File: src/rtl/per2axi_req_channel.sv
// per2axi_req_channel: turns granted peripheral requests into single-beat AXI AR or AW+W transfers
// and tracks per-requester outstanding transactions so that each ID has at most one in flight.
module per2axi_req_channel #(
   parameter int PER_ID_WIDTH   = 5,
   parameter int AXI_ADDR_WIDTH = 32,
   parameter int AXI_DATA_WIDTH = 64,
   parameter int AXI_ID_WIDTH   = 3
) (
   input  logic                        clk_i,
   input  logic                        rst_ni,
   input  logic                        per_slave_req_i,
   input  logic [31:0]                 per_slave_add_i,
   input  logic                        per_slave_we_ni,
   input  logic [31:0]                 per_slave_wdata_i,
   input  logic [3:0]                  per_slave_be_i,
   input  logic [PER_ID_WIDTH-1:0]     per_slave_id_i,
   input  logic [5:0]                  per_slave_atop_i,
   output logic                        per_slave_gnt_o,
   input  logic                        rsp_valid_i,
   input  logic [PER_ID_WIDTH-1:0]     rsp_id_i,
   output logic                        axi_master_aw_valid_o,
   input  logic                        axi_master_aw_ready_i,
   output logic [AXI_ADDR_WIDTH-1:0]   axi_master_aw_addr_o,
   output logic [5:0]                  axi_master_aw_atop_o,
   output logic [AXI_ID_WIDTH-1:0]     axi_master_aw_id_o,
   output logic                        axi_master_w_valid_o,
   input  logic                        axi_master_w_ready_i,
   output logic [AXI_DATA_WIDTH-1:0]   axi_master_w_data_o,
   output logic [AXI_DATA_WIDTH/8-1:0] axi_master_w_strb_o,
   output logic                        axi_master_ar_valid_o,
   input  logic                        axi_master_ar_ready_i,
   output logic [AXI_ADDR_WIDTH-1:0]   axi_master_ar_addr_o,
   output logic [AXI_ID_WIDTH-1:0]     axi_master_ar_id_o,
   output logic                        trans_req_o,
   output logic [AXI_ID_WIDTH-1:0]     trans_id_o,
   output logic [AXI_ADDR_WIDTH-1:0]   trans_add_o,
   output logic                        atop_req_o,
   output logic [AXI_ID_WIDTH-1:0]     atop_id_o,
   output logic [AXI_ADDR_WIDTH-1:0]   atop_add_o
);
   localparam logic [1:0] IDLE  = 2'd0;
   localparam logic [1:0] READ  = 2'd1;
   localparam logic [1:0] WRITE = 2'd2;
   localparam int STRB_W = AXI_DATA_WIDTH/8;

   logic [1:0]                state_q;
   logic [PER_ID_WIDTH-1:0]   busy_q;
   logic [AXI_ID_WIDTH-1:0]   id_bin;
   logic [AXI_ADDR_WIDTH-1:0] add_aligned;
   logic                      is_atop, aw_done, w_done;

   always_comb begin
      id_bin = '0;
      for (int i = 0; i < PER_ID_WIDTH; i++)
         if (per_slave_id_i[i]) id_bin = AXI_ID_WIDTH'(i);
   end

   // gating with rst_ni keeps grant and notices quiet while reset is held
   assign per_slave_gnt_o = rst_ni & per_slave_req_i & (state_q == IDLE) & ~|(busy_q & per_slave_id_i);
   assign add_aligned     = AXI_ADDR_WIDTH'({per_slave_add_i[31:3], 3'b000});
   assign is_atop         = ~per_slave_we_ni & per_slave_atop_i[5];
   assign trans_req_o     = per_slave_gnt_o & ~is_atop;
   assign atop_req_o      = per_slave_gnt_o & is_atop;
   assign trans_id_o      = id_bin;
   assign atop_id_o       = id_bin;
   assign trans_add_o     = AXI_ADDR_WIDTH'(per_slave_add_i);
   assign atop_add_o      = AXI_ADDR_WIDTH'(per_slave_add_i);
   assign aw_done         = ~axi_master_aw_valid_o | axi_master_aw_ready_i;
   assign w_done          = ~axi_master_w_valid_o | axi_master_w_ready_i;

   always_ff @(posedge clk_i or negedge rst_ni) begin
      if (!rst_ni) begin
         state_q               <= IDLE;
         busy_q                <= '0;
         axi_master_aw_valid_o <= 1'b0;
         axi_master_w_valid_o  <= 1'b0;
         axi_master_ar_valid_o <= 1'b0;
         axi_master_aw_addr_o  <= '0;
         axi_master_aw_atop_o  <= '0;
         axi_master_aw_id_o    <= '0;
         axi_master_w_data_o   <= '0;
         axi_master_w_strb_o   <= '0;
         axi_master_ar_addr_o  <= '0;
         axi_master_ar_id_o    <= '0;
      end else begin
         busy_q <= (busy_q & ~(rsp_valid_i ? rsp_id_i : '0)) | (per_slave_gnt_o ? per_slave_id_i : '0);
         if (per_slave_gnt_o && per_slave_we_ni) begin
            axi_master_ar_addr_o  <= add_aligned;
            axi_master_ar_id_o    <= id_bin;
            axi_master_ar_valid_o <= 1'b1;
            state_q               <= READ;
         end
         if (per_slave_gnt_o && !per_slave_we_ni) begin
            axi_master_aw_addr_o  <= add_aligned;
            axi_master_aw_atop_o  <= per_slave_atop_i;
            axi_master_aw_id_o    <= id_bin;
            axi_master_w_data_o   <= AXI_DATA_WIDTH'({per_slave_wdata_i, per_slave_wdata_i});
            axi_master_w_strb_o   <= STRB_W'(per_slave_add_i[2] ? {per_slave_be_i, 4'b0} : {4'b0, per_slave_be_i});
            axi_master_aw_valid_o <= 1'b1;
            axi_master_w_valid_o  <= 1'b1;
            state_q               <= WRITE;
         end
         if (axi_master_ar_valid_o && axi_master_ar_ready_i) axi_master_ar_valid_o <= 1'b0;
         if (axi_master_aw_valid_o && axi_master_aw_ready_i) axi_master_aw_valid_o <= 1'b0;
         if (axi_master_w_valid_o && axi_master_w_ready_i) axi_master_w_valid_o <= 1'b0;
         if (state_q == READ && axi_master_ar_valid_o && axi_master_ar_ready_i) state_q <= IDLE;
         if (state_q == WRITE && aw_done && w_done) state_q <= IDLE;
      end
   end
endmodule

File: config.mk
export PLATFORM = sky130hd
export DESIGN_NAME = per2axi_req_channel
export DESIGN_NICKNAME = d
export VERILOG_FILES = /design/src/rtl/per2axi_req_channel.sv
export SDC_FILE = /design/constraint.sdc
export NUM_CORES = 1
export LEC_CHECK = 0
export CORE_MARGIN = 2
export CORE_UTILIZATION = 38
export DETAILED_ROUTE_END_ITERATION = 6
export HOLD_SLACK_MARGIN = 0.08
export PLACE_DENSITY = 0.9
export SLEW_MARGIN = 20
export SYNTH_ARGS = -nofsm -noshare
export SYNTH_HDL_FRONTEND = slang
export SYNTH_SLANG_ARGS = --single-unit
File: constraint.sdc
create_clock -name clk_i -period 2.4 [get_ports clk_i]
set_input_delay 0.48 -clock clk_i [delete_from_list [all_inputs] [get_ports clk_i]]
set_output_delay 0.48 -clock clk_i [all_outputs]
set_load 0.005 [all_outputs]
==> impl_metrics.tcl <==
set metrics [dict create \
    outcome "complete, no violations" \
    p_leak_nw 4.08 \
    skew_ns 0.00732 \
    fin_nets 729 \
    yosys_warnings 0 \
    finalWorstSetupSlack_ns 0.0636 \
    grt_pass1_wl_um 21500 \
    period_share_pct 97.3 \
    wl_met3_um 1090 \
    fin_crit_ns 2.34 \
    numCtsBuffers 17 \
    ctsHtreeMaxLevel 4 \
    path_class "input pin to primary output" \
    fill_cells 1027 \
    root_buffer "clkbuf_16" \
    ys.flop_type "dfrtp_1" \
    met1_length_um 5730 \
    setup_tns_ns 0 \
    synth_top_area_share_pct 55.8 \
    rsz0062_at_grt "no" \
    drc 0 \
    die-area_um2 15100 \
    num_rows 43 \
    dp_hpwl_um 11000 \
    synth_most_common_cell "dfrtp_1" \
    top_layer "met4" \
    start_util_pct 38.8 \
    vias 3815 \
    cp.arrival_ns 1.86 \
    maxCapViolCount 0 \
    ant_nets 0 \
    holdWs_ns 0.454 \
    antenna_found_initial 0 \
    clock.fmax_mhz 428 \
    hold_class "input pin to flop" \
    synthTopCellsByArea "dfrtp_1 56%, mux2_2 22%, buf_4 15%" \
    synth_common_cells "120 x dfrtp_1, 106 x buf_4, 106 x mux2_2" \
    drive_gt1_share_pct 25.7 \
    io_buffer_count 303 \
    antenna_cells 0 \
    routabilityCongestion 0.759 \
    syn_area_um2 5390 \
    cts.clk_slew.worst_paths_ns 0.05 \
    netlist_instances 398 \
    worst_pin_slew_ns 0.687 \
    io_pins 316 \
    ys_seq_area_share_pct 55.8 \
    cts.sinks 120 \
    p_per_area_nw_per_um2 576 \
    core_area_um2 13900 \
    ir_worst_vdd_v 0.000360 \
    hold_violations 0 \
    cts_tree "done" \
    synth_seq_cells 120 \
    grt_overflow 0 \
    final_area_um2 8650 \
    fp.dieW_um 123 \
    finish.utilization_pct 62.3 \
    via_per_inst 4.62 \
    cp.required_ns 1.92 \
    routed-wl-met2_um 7670 \
    slew_violations 0 \
    place_ws_ns -0.499 \
    wire_per_inst_um 17.7 \
    critPathMaxFanout 3 \
    die_h_um 123 \
    clk_latency_ns 0.41 \
    cp-end-kind "primary output" \
    synth_top_cell_by_area "dfrtp_1" \
    finalSetupViolations 0 \
    cts_max_path_buffers 2 \
    grt_pass1_vias 3899 \
    grt_use_total_pct 19.0 \
    synth_cell_types 26 \
    slew_headroom_pct 54.2 \
    synthArstFlopShare_pct 100 \
    drt-pass1-iter-count 4 \
    wirelength_um 14600 \
    grt_max_degree 56 \
    avgSynthCellArea_um2 13.5 \
    drt_iter0_drc 140 \
    area_growth_pct 60.6 \
    postPlaceCellArea_um2 8060 \
    cp-start-kind "input pin" \
    synth_edf_count 0 \
]
cell families after synthesis:
family,Yosys count,synth area share (%)
AOI/OAI and AO/OA,16,2.30
buffers and inverters,126,16.3
DFF,120,55.8
muxes,111,23.1
other,1,0.0696
and+or+nand+nor,24,2.51
worst max-delay path, stage by stage:
cell,delay (ns)
clkdlybuf4s50_1,0.50
buf_4,0.13
nor2_1,0.04
nor2_1,0.08
buf_4,0.14
clkdlybuf4s50_1,0.49
path summary, 6_finish.rpt:
| check | from | to | slack [ns] | cells past startpoint |
|---|---|---|---|---|
| max in group asynchronous | rst_ni | axi_master_w_data_o[43] | 0.75 | 4 |
| min in group asynchronous | rst_ni | axi_master_aw_addr_o[6] | 0.68 | 3 |
| setup / recovery | per_slave_id_i[3] | trans_id_o[1] | 0.06 | 6 |
| hold / removal | per_slave_id_i[0] | busy_q[0] | 0.45 | 3 |
| hold reg to reg | axi_master_ar_valid_o | axi_master_ar_valid_o | 0.50 | 1 |
| setup reg to reg | busy_q[1] | axi_master_aw_atop_o[1] | 0.35 | 7 |
flip-flops by register name, summed over array words and instances, names as in the netlist:
signal and count:
axi_master_w_data_o 32, axi_master_aw_addr_o 29, axi_master_aw_valid_o 1, axi_master_aw_id_o 3, axi_master_ar_addr_o 29, busy_q 5
axi_master_w_valid_o 1, axi_master_w_strb_o 8, axi_master_ar_id_o 3, axi_master_ar_valid_o 1, axi_master_aw_atop_o 6, state_q 2
area by class of cell:
class,count,area (um2),area share (%)
Clock inverter,4,45.0,0.521
Sequential cell,120,3000,34.7
Timing Repair Buffer,333,3320,38.4
Clock buffer,24,492,5.69
Tap cell,180,225,2.60
Inverter,8,30.0,0.347
Multi-Input combinational cell,157,1530,17.7
placed cells by master (no fill, tap or decap), types with 4 or more instances in the layout:
master / count
nor2b_1: 4
nand2_1: 9
buf_4: 24
clkdlybuf4s50_1: 293
clkbuf_16: 17
mux2_2: 106
mux2i_1: 5
dfrtp_1: 120
clkbuf_8: 4
conb_1: 6
buf_12: 5
a22o_1: 6
inv_1: 8
metal layers:
metal  up-vias  GRT usage, %
li1       1731             -
met2       172          33.4
met1      1902          22.3
met3        10          6.18
met5         -             0
met4         0          5.11
metrics by stage:
stage / total power, mW / instances
after floorplan: 2.31 / 403
after global placement: 2.68 / 793
after detailed placement: 2.70 / 793
after CTS: 5.03 / 824
after global routing: 5.18 / 826
final: 4.98 / 826
power breakdown:
| group | switching, mW | internal [mW] | total, mW |
|---|---|---|---|
| registers | 0.0279 | 2.07 | 2.10 |
| clock network | 0.819 | 1.50 | 2.32 |
| logic | 0.187 | 0.373 | 0.560 |
| total | 1.03 | 3.95 | 4.98 |
repair_timing:
item,4_1_cts,5_1_grt
pin swaps,3,2
hold buffers,1,0
setup buffers,2,2
resized for setup,13,7
hold endpoints to repair,1,0
endpoints found under the setup margin,5,5
(Power assumes the default switching activity.)
